`config.mk`:
```
export PLATFORM = sky130hd
export DESIGN_NAME = spi_pixel_sequencer
export DESIGN_NICKNAME = d
export VERILOG_FILES = /design/src/rtl/spi_seq_pkg.sv /design/src/rtl/sync_2ff.sv /design/src/rtl/spi_pixel_sequencer.sv
export SDC_FILE = /design/constraint.sdc
export NUM_CORES = 1
export LEC_CHECK = 0
export BUFFER_PORTS_ARGS = -buffer_cell sky130_fd_sc_hd__clkbuf_2
export CORE_MARGIN = 10
export CORE_UTILIZATION = 44
export CTS_BUF_LIST = sky130_fd_sc_hd__clkbuf_4 sky130_fd_sc_hd__clkbuf_8
export CTS_CLUSTER_DIAMETER = 150
export DETAILED_ROUTE_END_ITERATION = 12
export PLACE_DENSITY = 0.87
export SKIP_CTS_REPAIR_TIMING = 1
export SYNTH_ARGS = -nofsm -noshare
export SYNTH_HDL_FRONTEND = slang
export SYNTH_SLANG_ARGS = --single-unit
```
`constraint.sdc`:
```
create_clock -name clk_i -period 1.8 [get_ports clk_i]
set_input_delay 0.09 -clock clk_i [delete_from_list [all_inputs] [get_ports clk_i]]
set_output_delay 0.09 -clock clk_i [all_outputs]
set_load 0.03 [all_outputs]
```
`src/rtl/spi_seq_pkg.sv`:
```
// Shared constants and types for the SPI pixel sequencer: word width, FSM states,
// transmit status bit positions and default window/watchdog sizes.
package spi_seq_pkg;

  localparam int MAX_PIXEL_BITS         = 24;
  localparam int DEFAULT_WINDOW_PIXELS  = 9;
  localparam int DEFAULT_TIMEOUT_CYCLES = 255;

  // Bit positions inside the status byte (data_tx_o[23:16])
  localparam int STAT_READY   = 0;
  localparam int STAT_OVERRUN = 1;
  localparam int STAT_TIMEOUT = 2;

  typedef enum logic [1:0] {
    IDLE    = 2'd0,
    COLLECT = 2'd1,
    COMPUTE = 2'd2,
    RESULT  = 2'd3
  } seq_state_t;

endpackage

```
`src/rtl/sync_2ff.sv`:
```
// Single-bit two-flop synchronizer into the clk_i domain, async active-low reset to 0.
module sync_2ff (
  input  logic clk_i,
  input  logic nreset_i,
  input  logic d_i,
  output logic q_o
);

  logic meta_q;
  logic sync_q;

  always_ff @(posedge clk_i or negedge nreset_i) begin
    if (!nreset_i) begin
      meta_q <= 1'b0;
      sync_q <= 1'b0;
    end else begin
      meta_q <= d_i;
      sync_q <= meta_q;
    end
  end

  assign q_o = sync_q;

endmodule

```
`src/rtl/spi_pixel_sequencer.sv`:
```
// Sequencer between the SPI slave core and the Sobel datapath (windows of pixels in,
// filter result out). Define SPI_SEQ_TIMEOUT_EN to enable the COMPUTE watchdog.
module spi_pixel_sequencer
  import spi_seq_pkg::*;
#(
  parameter int WINDOW_PIXELS = DEFAULT_WINDOW_PIXELS
`ifdef SPI_SEQ_TIMEOUT_EN
  , parameter int TIMEOUT_CYCLES = DEFAULT_TIMEOUT_CYCLES
`endif
) (
  input  logic                      clk_i,
  input  logic                      nreset_i,
  input  logic                      cs_i,
  input  logic                      rxtx_done_i,
  input  logic [MAX_PIXEL_BITS-1:0] data_rx_i,
  output logic [MAX_PIXEL_BITS-1:0] data_tx_o,
  output logic [MAX_PIXEL_BITS-1:0] pix_o,
  output logic                      pix_valid_o,
  input  logic                      pix_ready_i,
  output logic                      pix_last_o,
  input  logic [7:0]                result_i,
  input  logic                      result_valid_i,
  output logic                      overrun_o,
  output seq_state_t                state_o
);

  localparam int            CW       = $clog2(WINDOW_PIXELS);
  localparam logic [CW-1:0] LAST_IDX = CW'(WINDOW_PIXELS - 1);

  logic cs_sync;
  logic done_sync;

  sync_2ff u_sync_cs (
    .clk_i    (clk_i),
    .nreset_i (nreset_i),
    .d_i      (cs_i),
    .q_o      (cs_sync)
  );

  sync_2ff u_sync_done (
    .clk_i    (clk_i),
    .nreset_i (nreset_i),
    .d_i      (rxtx_done_i),
    .q_o      (done_sync)
  );

  seq_state_t                state_q, state_d;
  logic [CW-1:0]             count_q, count_d;
  logic [MAX_PIXEL_BITS-1:0] pix_q, pix_d;
  logic                      pix_valid_q, pix_valid_d;
  logic [MAX_PIXEL_BITS-1:0] data_tx_q, data_tx_d;
  logic                      overrun_q, overrun_d;
  logic                      done_prev_q;

  logic word_event;
  logic handshake;
  logic last_beat;
  logic [7:0] status;

  assign word_event = done_sync & ~done_prev_q;
  assign handshake  = pix_valid_q & pix_ready_i;
  assign last_beat  = pix_valid_q & (count_q == LAST_IDX);

`ifdef SPI_SEQ_TIMEOUT_EN
  localparam int TW = $clog2(TIMEOUT_CYCLES + 1);
  logic [TW-1:0] tmo_q, tmo_d;

  always_ff @(posedge clk_i or negedge nreset_i) begin
    if (!nreset_i) tmo_q <= '0;
    else           tmo_q <= tmo_d;
  end
`endif

  always_comb begin
    state_d     = state_q;
    count_d     = count_q;
    pix_d       = pix_q;
    pix_valid_d = pix_valid_q;
    data_tx_d   = data_tx_q;
    overrun_d   = overrun_q;
    status      = 8'h00;
`ifdef SPI_SEQ_TIMEOUT_EN
    tmo_d       = tmo_q;
`endif

    if (handshake) pix_valid_d = 1'b0;

    case (state_q)
      IDLE: begin
        if (!cs_sync) begin
          state_d   = COLLECT;
          count_d   = '0;
          overrun_d = 1'b0;
        end
      end
      COLLECT: begin
        if (handshake) begin
          if (last_beat) begin
            state_d = COMPUTE;
            count_d = '0;
`ifdef SPI_SEQ_TIMEOUT_EN
            tmo_d   = '0;
`endif
          end else begin
            count_d = count_q + 1'b1;
          end
        end
        // A word arriving while the previous pixel is still pending, or as the
        // window closes, has nowhere to go.
        if (word_event) begin
          if ((pix_valid_q && !pix_ready_i) || (handshake && last_beat)) begin
            overrun_d = 1'b1;
          end else begin
            pix_d       = data_rx_i;
            pix_valid_d = 1'b1;
          end
        end
      end
      COMPUTE: begin
        if (word_event) overrun_d = 1'b1;
        status[STAT_READY]   = 1'b1;
        status[STAT_OVERRUN] = overrun_d;
        if (result_valid_i) begin
          data_tx_d = {status, 8'h00, result_i};
          state_d   = RESULT;
        end
`ifdef SPI_SEQ_TIMEOUT_EN
        else if (tmo_q == TW'(TIMEOUT_CYCLES - 1)) begin
          data_tx_d = {8'h04, 8'h00, 8'h00};
          state_d   = RESULT;
        end else begin
          tmo_d = tmo_q + 1'b1;
        end
`endif
      end
      RESULT: begin
        // The read-out dummy word is consumed here and never forwarded.
        if (word_event) begin
          data_tx_d[16 + STAT_READY] = 1'b0;
          state_d                    = COLLECT;
        end
      end
      default: state_d = IDLE;
    endcase

    if (cs_sync) begin
      state_d     = IDLE;
      count_d     = '0;
      pix_valid_d = 1'b0;
    end
  end

  always_ff @(posedge clk_i or negedge nreset_i) begin
    if (!nreset_i) begin
      state_q     <= IDLE;
      count_q     <= '0;
      pix_q       <= '0;
      pix_valid_q <= 1'b0;
      data_tx_q   <= '0;
      overrun_q   <= 1'b0;
      done_prev_q <= 1'b0;
    end else begin
      state_q     <= state_d;
      count_q     <= count_d;
      pix_q       <= pix_d;
      pix_valid_q <= pix_valid_d;
      data_tx_q   <= data_tx_d;
      overrun_q   <= overrun_d;
      done_prev_q <= done_sync;
    end
  end

  assign data_tx_o   = data_tx_q;
  assign pix_o       = pix_q;
  assign pix_valid_o = pix_valid_q;
  assign pix_last_o  = last_beat;
  assign overrun_o   = overrun_q;
  assign state_o     = state_q;

endmodule

```
# After elaboration in Yosys (flattened, before gate mapping)
# Index checks and enable logic that the tools add are counted.
# classes
addsub	1
n_eq_ne	13
muxes	23
bitwise	5
reduce_logical	14
# op_table
operator	n
2-to-1 mux 17 bit	1
2-to-1 mux 4 bit	3
inequality test 3 x 2 -> 1 bit, second input constant	4
2-to-1 mux 1 bit	10
2-to-1 mux 2 bit	5
inequality test 2 bit, second input constant	5
case mux 2 bit (4 select lines)	1
case mux 4 bit (2 select lines)	1
AND reduction 4 bit	2
AND reduction 3 bit	2
nonzero test 3 bit	2
adder 4 x 1 -> 4 bit, second input constant	1
equality test 2 bit, second input constant	2
equality test 4 bit, second input constant	1
AND reduction 2 bit	2
AND 1 bit	3
case mux 1 bit (3 select lines)	1
equality test 2 x 1 -> 1 bit, second input constant	1
logical AND 1 bit	2
zero test 2 bit	1
inverter 1 bit	2
case mux 1 bit (2 select lines)	1
nonzero test 2 bit	1
zero test 1 bit	1
logical OR 1 bit	1
# word_totals
ff_bits	47
in_bits	38
output_inout_bits	53
wordCells	68

# Logic depth before layout (Yosys ltp)
# Gate-level depths: netlist of the first run.
# depth
depth_word	8
depth_mapped	7
mapped_depth_nobuf	7

# By module
# From an unflattened synthesis of the first run, not the netlist that was laid out.
# unflattened
hier_cells	158
hier_area_um2	2100.8
# by_module_without_submodules
module	n_inst	cells_each	area_per_inst_um2	seq_area_each_um2
spi_pixel_sequencer	1	154	2000.7	1076.0
sync_2ff	2	2	50.0	50.0

# Worst setup path after synthesis of the first run
# Ideal clock, no wire load.
# synth_timing
kind	reg2reg
from	register state_q[1], in the netlist state_o[1]
to	register count_q[3]
setup_time_ns	0.069
t_arrival_ns	1.863
required_ns	1.731
slack_ns	-0.132
stages_incl_launch_ff	7
n_path_buf	0
synth_period_minus_slack_ns	1.932
path_cell_list	dfrtp_1 inv_1 ha_1 a21bo_1 a21oi_2 or4_1 nand3_1
# synth_between
elab_chain_cells	3
word_cells_on_any_way	7
classes_between	eq/ne (2); mux (2); reduce/logical (3)
# synth_lines
element	line_no	source
from (decl)	spi_pixel_sequencer.sv:47	seq_state_t state_q, state_d;
from (signal assigned)	spi_pixel_sequencer.sv:163	state_q <= state_d;
equality test 2 x 1 -> 1 bit / zero test 2 bit (equally long branches)	spi_pixel_sequencer.sv:88	case (state_q)
case mux 4 bit (2 select lines), or another cell as far along	spi_pixel_sequencer.sv:88	
2-to-1 mux 4 bit / AND reduction 2 bit (equally long branches)	-	
to (signal assigned)	spi_pixel_sequencer.sv:164	count_q <= count_d;
to (decl)	spi_pixel_sequencer.sv:48	logic [CW-1:0] count_q, count_d;
# Several ways; a longest one is shown, not always the timed one.
# A chain may end at the register's enable or synchronous reset.

# Worst setup path after layout of the first run
# Ends and elaborated chain as after synthesis.

==> results.py, run 1 <==
metrics = {
    "placement": {
        "placement.cell_area_mm2": 0.00250,
        "gp_congestion": 0.811,
        "preCtsSetupSlack_ns": -0.0977,
        "dp_hpwl_um": 3640,
        "dpl.cell_count": 287,
        "placement.io_buffers": 76,
    },
    "cts": {
        "clock_path_buffers": 2,
        "clock-sinks": 47,
        "htreeDepth": 2,
        "cts_inserted_buffers": 5,
        "worst_setup_hold_path_clk_slew_ns": 0.09,
        "clk-insertion-delay-late_ns": 0.29,
        "tritoncts": "yes",
        "root_buffer_cell": "sky130_fd_sc_hd__clkbuf_8",
    },
    "sta": {
        "period_utilization_pct": 94.8,
        "timing.setup.tns_ns": 0,
        "finalHoldViolCount": 0,
        "final_setup_violation_count": 0,
        "timing.final.ws_setup_ns": 0.0931,
        "min_period_ns": 1.71,
        "maxClockFrequency_mhz": 586,
        "worst_clock_skew_ns": 0.00920,
        "finalHoldWorstSlack_ns": 0.0114,
        "slew_viol_final": 0,
        "grt_setup_unrepaired": "false",
    },
    "floorplanning": {
        "fp.dieH_um": 89.0,
        "initial_core_util_pct": 44.9,
        "width_of_the_chip_um": 89.0,
        "pin_count": 91,
        "num_rows": 25,
        "core_area_mm2": 0.00466,
        "floorplan.die_area_mm2": 0.00792,
    },
    "logic_synthesis": {
        "yosys_warnings": 0,
        "netlist.area_leader.share_pct": 56.2,
        "synth_top_cell_by_area": "sky130_fd_sc_hd__dfrtp_1",
        "syn_inst": 157,
        "avgSynthCellArea_um2": 13.3,
        "synth_cell_types": 29,
        "netlist_area_mm2": 0.00209,
        "post_synth_main_area_contributors": "sky130_fd_sc_hd__dfrtp_1 (56%), sky130_fd_sc_hd__mux2_1 (13%), sky130_fd_sc_hd__buf_4 (5.7%)",
        "yosys_register_bits": 47,
        "seq_area_frac_synth_pct": 56.2,
    },
    "layout": {
        "layout.core_utilization_pct": 57.9,
        "num_antenna_cells": 0,
        "postLayoutCellArea_mm2": 0.00270,
        "drive_above_1_share_pct": 42.7,
        "finish.net_count": 294,
        "area_growth_syn_to_layout_pct": 28.9,
        "instances_no_fill": 302,
    },
    "worst_setup_path": {
        "endpoint_kind": "flip-flop",
        "setup.worst_path.start_class": "flip-flop",
        "worst_ep_required_time_ns": 2.03,
        "critical_path_arrival_ns": 1.93,
        "cp_class": "reg2reg",
        "cp_max_fo": 8,
    },
    "power_and_ir_drop": {
        "clock_power_share_pct": 13.5,
        "p_leak_nw": 1.36,
        "power_report.internal_total_mw": 2.47,
        "comb_power_share_pct": 47.4,
        "pwr-share-seq_pct": 39.1,
        "design_power_total_mw": 4.48,
        "vdd_drop_max_uv": 771,
        "switching_share_pct": 44.8,
        "pd_cells_mw_per_mm2": 1660,
        "net-switching-power_mw": 2.01,
    },
    "global_routing": {
        "global_route_usage_sum_pct": 11.7,
        "grt_antenna_before_repair": 0,
        "grt_pass1_wl_um": 7230,
        "grt_max_degree": 26,
        "first_global_vias": 1535,
        "globalRoute.totalOverflow": 0,
    },
    "min_path": {
        "min-delay-path-class": "in2reg",
    },
    "flow_run": {
        "drv.max_cap_violation_count": 0,
    },
    "route": {
        "via_count": 1462,
        "drt-vias-per-instance": 4.84,
        "final_antenna_net_count": 0,
        "route.detailed.drc": 0,
        "routed_wirelength_um": 4740,
        "wl_per_cell_um": 15.7,
        "detail_route.first_pass.iterations": 4,
        "initialDrtViolationCount": 62,
    },
    "outcome": {
        "status": "finished, final reports clean",
    },
}
[logic make-up (layout without fill, tap and decap cells)]
group	count (synthesis)	count (layout)	share of synthesized area (%)
AO/OA/AOI/OAI	20	20	5.92
adder cells (fa/ha/maj)	8	8	4.78
buffers and inverters	22	99	6.81
flip-flops	47	47	56.2
multiplexers	33	33	17.7
other	1	14	0.179
AND/OR/NAND/NOR	26	27	8.43
[layout make-up]
cell class | count | area (um2)
clock buffer | 6 | 76.3
clock inverter | 1 | 7.51
fill | 400 | 1960
inverter | 6 | 22.5
multi-input combinational | 102 | 870
sequential | 47 | 1180
tap | 54 | 67.6
timing repair buffer | 86 | 475
[final timing paths]
path | start | to | slack [ns] | cells past startpoint
hold / removal | data_rx_i[4] | pix_o[4] | 0.01 | 2
min in group asynchronous | nreset_i | done_prev_q | 0.28 | 2
hold reg to reg | u_sync_cs.meta_q | u_sync_cs.q_o | 0.35 | 0
setup / recovery | state_o[1] | count_q[3] | 0.09 | 6
setup reg to reg | state_o[1] | count_q[3] | 0.09 | 6
max in group asynchronous | nreset_i | pix_o[8] | 0.94 | 3
[cell usage after synthesis]
library cell / n
sky130_fd_sc_hd__a21bo_1: 1
sky130_fd_sc_hd__a21o_1: 3
sky130_fd_sc_hd__a21oi_1: 4
sky130_fd_sc_hd__a21oi_2: 1
sky130_fd_sc_hd__a31oi_1: 2
sky130_fd_sc_hd__a32o_1: 1
sky130_fd_sc_hd__and2b_2: 2
sky130_fd_sc_hd__and4b_1: 1
sky130_fd_sc_hd__buf_4: 16
sky130_fd_sc_hd__conb_1: 1
sky130_fd_sc_hd__dfrtp_1: 47
sky130_fd_sc_hd__ha_1: 8
sky130_fd_sc_hd__inv_1: 6
sky130_fd_sc_hd__mux2_1: 24
sky130_fd_sc_hd__mux2_2: 8
sky130_fd_sc_hd__mux2i_1: 1
sky130_fd_sc_hd__nand2_1: 8
sky130_fd_sc_hd__nand2b_1: 4
sky130_fd_sc_hd__nand3_1: 2
sky130_fd_sc_hd__nand4_1: 1
sky130_fd_sc_hd__nand4_4: 1
sky130_fd_sc_hd__nand4b_4: 1
sky130_fd_sc_hd__nor2_1: 2
sky130_fd_sc_hd__nor2b_1: 1
sky130_fd_sc_hd__nor3_1: 1
sky130_fd_sc_hd__o21ai_0: 4
sky130_fd_sc_hd__o21ai_1: 4
sky130_fd_sc_hd__or3_1: 1
sky130_fd_sc_hd__or4_1: 1
[layer usage]
metal / routed length (um) / vias to the layer above / GRT usage (%) / part of all wire, %
met2: 2520 / 49 / 20.1 / 53
met3: 405 / 2 / 5.93 / 8.5
met1: 1800 / 714 / 12.4 / 38
li1: - / 697 / - / -
met5: 0 / - / 0 / 0
met4: 18 / 0 / 3.03 / 0.38
[cells in the final DEF, fill, tap and decap left out, types with 3 or more instances in the layout]
cell type / instances
sky130_fd_sc_hd__clkbuf_2: 75
sky130_fd_sc_hd__dfrtp_1: 45
sky130_fd_sc_hd__mux2_1: 24
sky130_fd_sc_hd__conb_1: 14
sky130_fd_sc_hd__mux2_2: 8
sky130_fd_sc_hd__nand2_1: 7
sky130_fd_sc_hd__dlygate4sd3_1: 7
sky130_fd_sc_hd__ha_1: 6
sky130_fd_sc_hd__inv_1: 5
sky130_fd_sc_hd__clkbuf_8: 5
sky130_fd_sc_hd__nand2b_1: 4
sky130_fd_sc_hd__a21oi_1: 4
sky130_fd_sc_hd__o21ai_0: 4
sky130_fd_sc_hd__o21ai_1: 4
sky130_fd_sc_hd__a21o_1: 3
sky130_fd_sc_hd__buf_4: 3
[worst max-delay path: stages, from the launching register on]
cell and delay, ns:
sky130_fd_sc_hd__dfrtp_2 0.43, sky130_fd_sc_hd__inv_2 0.09, sky130_fd_sc_hd__ha_4 0.21, sky130_fd_sc_hd__a21bo_1 0.23
sky130_fd_sc_hd__a21oi_4 0.09, sky130_fd_sc_hd__or4_1 0.50, sky130_fd_sc_hd__nand3_1 0.09
[sequential cells by signal, summed over array words and instances, names as in the netlist]
register	flops
done_prev_q	1
state_o	2
overrun_o	1
pix_o	24
count_q	4
pix_valid_o	1
u_sync_done.q_o	1
u_sync_done.meta_q	1
data_tx_o	10
u_sync_cs.meta_q	1
u_sync_cs.q_o	1
[power by group through the flow]
stage	sequential (mW)	combinational, mW	clock [mW]
after CTS	1.75	2.09	0.641
after detailed placement	1.76	2.09	0
after global routing	1.82	2.28	0.692
final	1.75	2.12	0.605
after global placement	1.73	2.05	0
after floorplan	2.55	0.650	0
Power figures use the tool's default switching activity.
==> run 2: changes to the inputs <==
- GPL_TIMING_DRIVEN: not set -> 0
==> run 2 against run 1 <==
Net effect: design area grew 2.8%; sequential power about the same; final cell count grew 3.6%; fmax down 1.4%; via count grew 3.5%; register-to-register slack worse by 0.02 ns; critical endpoint unchanged; largest cell class unchanged; largest power group unchanged.
==> results.py, run 2 (synthesis gave the netlist of run 1 again) <==
metrics = {
    "min_path": {
        "min-delay-path-class": "in2async",
    },
    "cts": {
        "worst_setup_hold_path_clk_slew_ns": 0.08,
        "cts_inserted_buffers": 5,
        "htreeDepth": 2,
        "clock-sinks": 47,
        "tritoncts": "yes",
        "clk-insertion-delay-late_ns": 0.29,
        "root_buffer_cell": "sky130_fd_sc_hd__clkbuf_8",
        "clock_path_buffers": 2,
    },
    "sta": {
        "timing.final.ws_setup_ns": 0.0694,
        "maxClockFrequency_mhz": 578,
        "worst_clock_skew_ns": 0.00508,
        "final_setup_violation_count": 0,
        "period_utilization_pct": 96.1,
        "finalHoldViolCount": 0,
        "min_period_ns": 1.73,
        "grt_setup_unrepaired": "true",
        "headroom_to_the_max_slew_limit_pct": 23.4,
        "slew_viol_final": 0,
        "tightestPinTransition_ns": 1.15,
    },
    "power_and_ir_drop": {
        "p_leak_nw": 1.45,
        "pd_cells_mw_per_mm2": 1670,
        "vdd_drop_max_uv": 920,
        "design_power_total_mw": 4.64,
    },
    "route": {
        "via_count": 1513,
        "detail_route.first_pass.iterations": 4,
        "final_antenna_net_count": 0,
        "routed_wirelength_um": 4670,
        "route.detailed.drc": 0,
        "wl_per_cell_um": 14.9,
        "initialDrtViolationCount": 105,
        "drt-vias-per-instance": 4.83,
    },
    "floorplanning": {
        "fp.dieH_um": 89.0,
        "floorplan.die_area_mm2": 0.00792,
        "num_rows": 25,
        "initial_core_util_pct": 44.9,
        "pin_count": 91,
        "core_area_mm2": 0.00466,
        "width_of_the_chip_um": 89.0,
    },
    "global_routing": {
        "first_global_vias": 1635,
        "grt_antenna_before_repair": 0,
        "globalRoute.totalOverflow": 0,
        "grt_max_degree": 48,
        "global_route_usage_sum_pct": 11.8,
        "grt_pass1_wl_um": 7310,
    },
    "layout": {
        "fillers": 381,
        "drive_above_1_share_pct": 45.9,
        "finish.net_count": 305,
        "final_common_cell": "sky130_fd_sc_hd__clkbuf_2",
        "num_antenna_cells": 0,
        "area_growth_syn_to_layout_pct": 32.5,
        "postLayoutCellArea_mm2": 0.00277,
        "max_reg_flops": 24,
        "layout.core_utilization_pct": 59.5,
        "multi_input_area_um2": 846,
        "ff_latch_area_mm2": 0.00118,
        "leading_cell_types_in_the_layout_fill_and_taps_excluded": "sky130_fd_sc_hd__clkbuf_2 (76), sky130_fd_sc_hd__dfrtp_1 (45), sky130_fd_sc_hd__mux2_1 (24)",
    },
    "placement": {
        "gp_congestion": 0.811,
        "preCtsSetupSlack_ns": 0.0595,
        "dp_hpwl_um": 3590,
        "placement.io_buffers": 76,
        "placement.cell_area_mm2": 0.00259,
    },
    "worst_setup_path": {
        "cp_max_fo": 7,
        "worst_ep_required_time_ns": 2.03,
        "cpLargestDelayFamily": "simple AND/OR/NAND/NOR gates",
        "setup.worst_path.start_class": "flip-flop",
        "worst_path_max_delay_cell": "sky130_fd_sc_hd__or4_1",
        "critical_path_arrival_ns": 1.96,
        "delay_of_the_slowest_cell_on_the_worst_path_ns": 0.50,
        "endpoint_kind": "flip-flop",
        "worst_path_bufs_invs": 1,
        "cp_class": "reg2reg",
        "timing.critical_path.cells": "inv_1 -> ha_4 -> a21bo_1 -> a21oi_4 -> or4_1 -> nand3_1",
    },
    "flow_run": {
        "drv.max_cap_violation_count": 0,
    },
    "outcome": {
        "status": "finished, final reports clean",
    },
}
## run 2: worst paths after layout
kind | start | to | slack, ns | cells after the start
max | state_o[1] | count_q[3] | 0.07 | 6
min in group clk_i | data_rx_i[1] | pix_o[1] | 0.01 | 2
min reg2reg | u_sync_cs.meta_q | u_sync_cs.q_o | 0.35 | 0
max reg2reg | state_o[1] | count_q[3] | 0.07 | 6
min | nreset_i | pix_o[21] | 0.007 | 1
max in group asynchronous | nreset_i | state_o[1] | 1.02 | 1
## run 2: report_power, final
group / internal (mW) / switching (mW)
clock network: 0.422 / 0.333
registers: 1.48 / 0.250
logic: 0.739 / 1.42
## run 2: layer usage
| metal | track usage, % | wire length (um) |
|---|---|---|
| met3 | 5.93 | 470 |
| met5 | 0 | 0 |
| met4 | 3.90 | 31 |
| met1 | 12.1 | 1700 |
| met2 | 20.4 | 2470 |
## run 2: per-stage QoR
stage	hold WS (ns)	std cells	TNS, ns
final	0.00682	313	0
after global routing	0.0000359	313	-0.0149
after CTS	-0.111	307	0
after detailed placement	0.200	300	0
after global placement	0.200	300	0
after floorplan	-0.206	170	0
## run 2: layout make-up
type | count | area share, %
clock buffer | 6 | 2.75
clock inverter | 1 | 1.08
buffer | 16 | 4.33
tap | 54 | 2.44
timing repair buffer | 82 | 15.6
sequential | 47 | 42.5
inverter | 6 | 0.812
multi-input combinational | 101 | 30.5
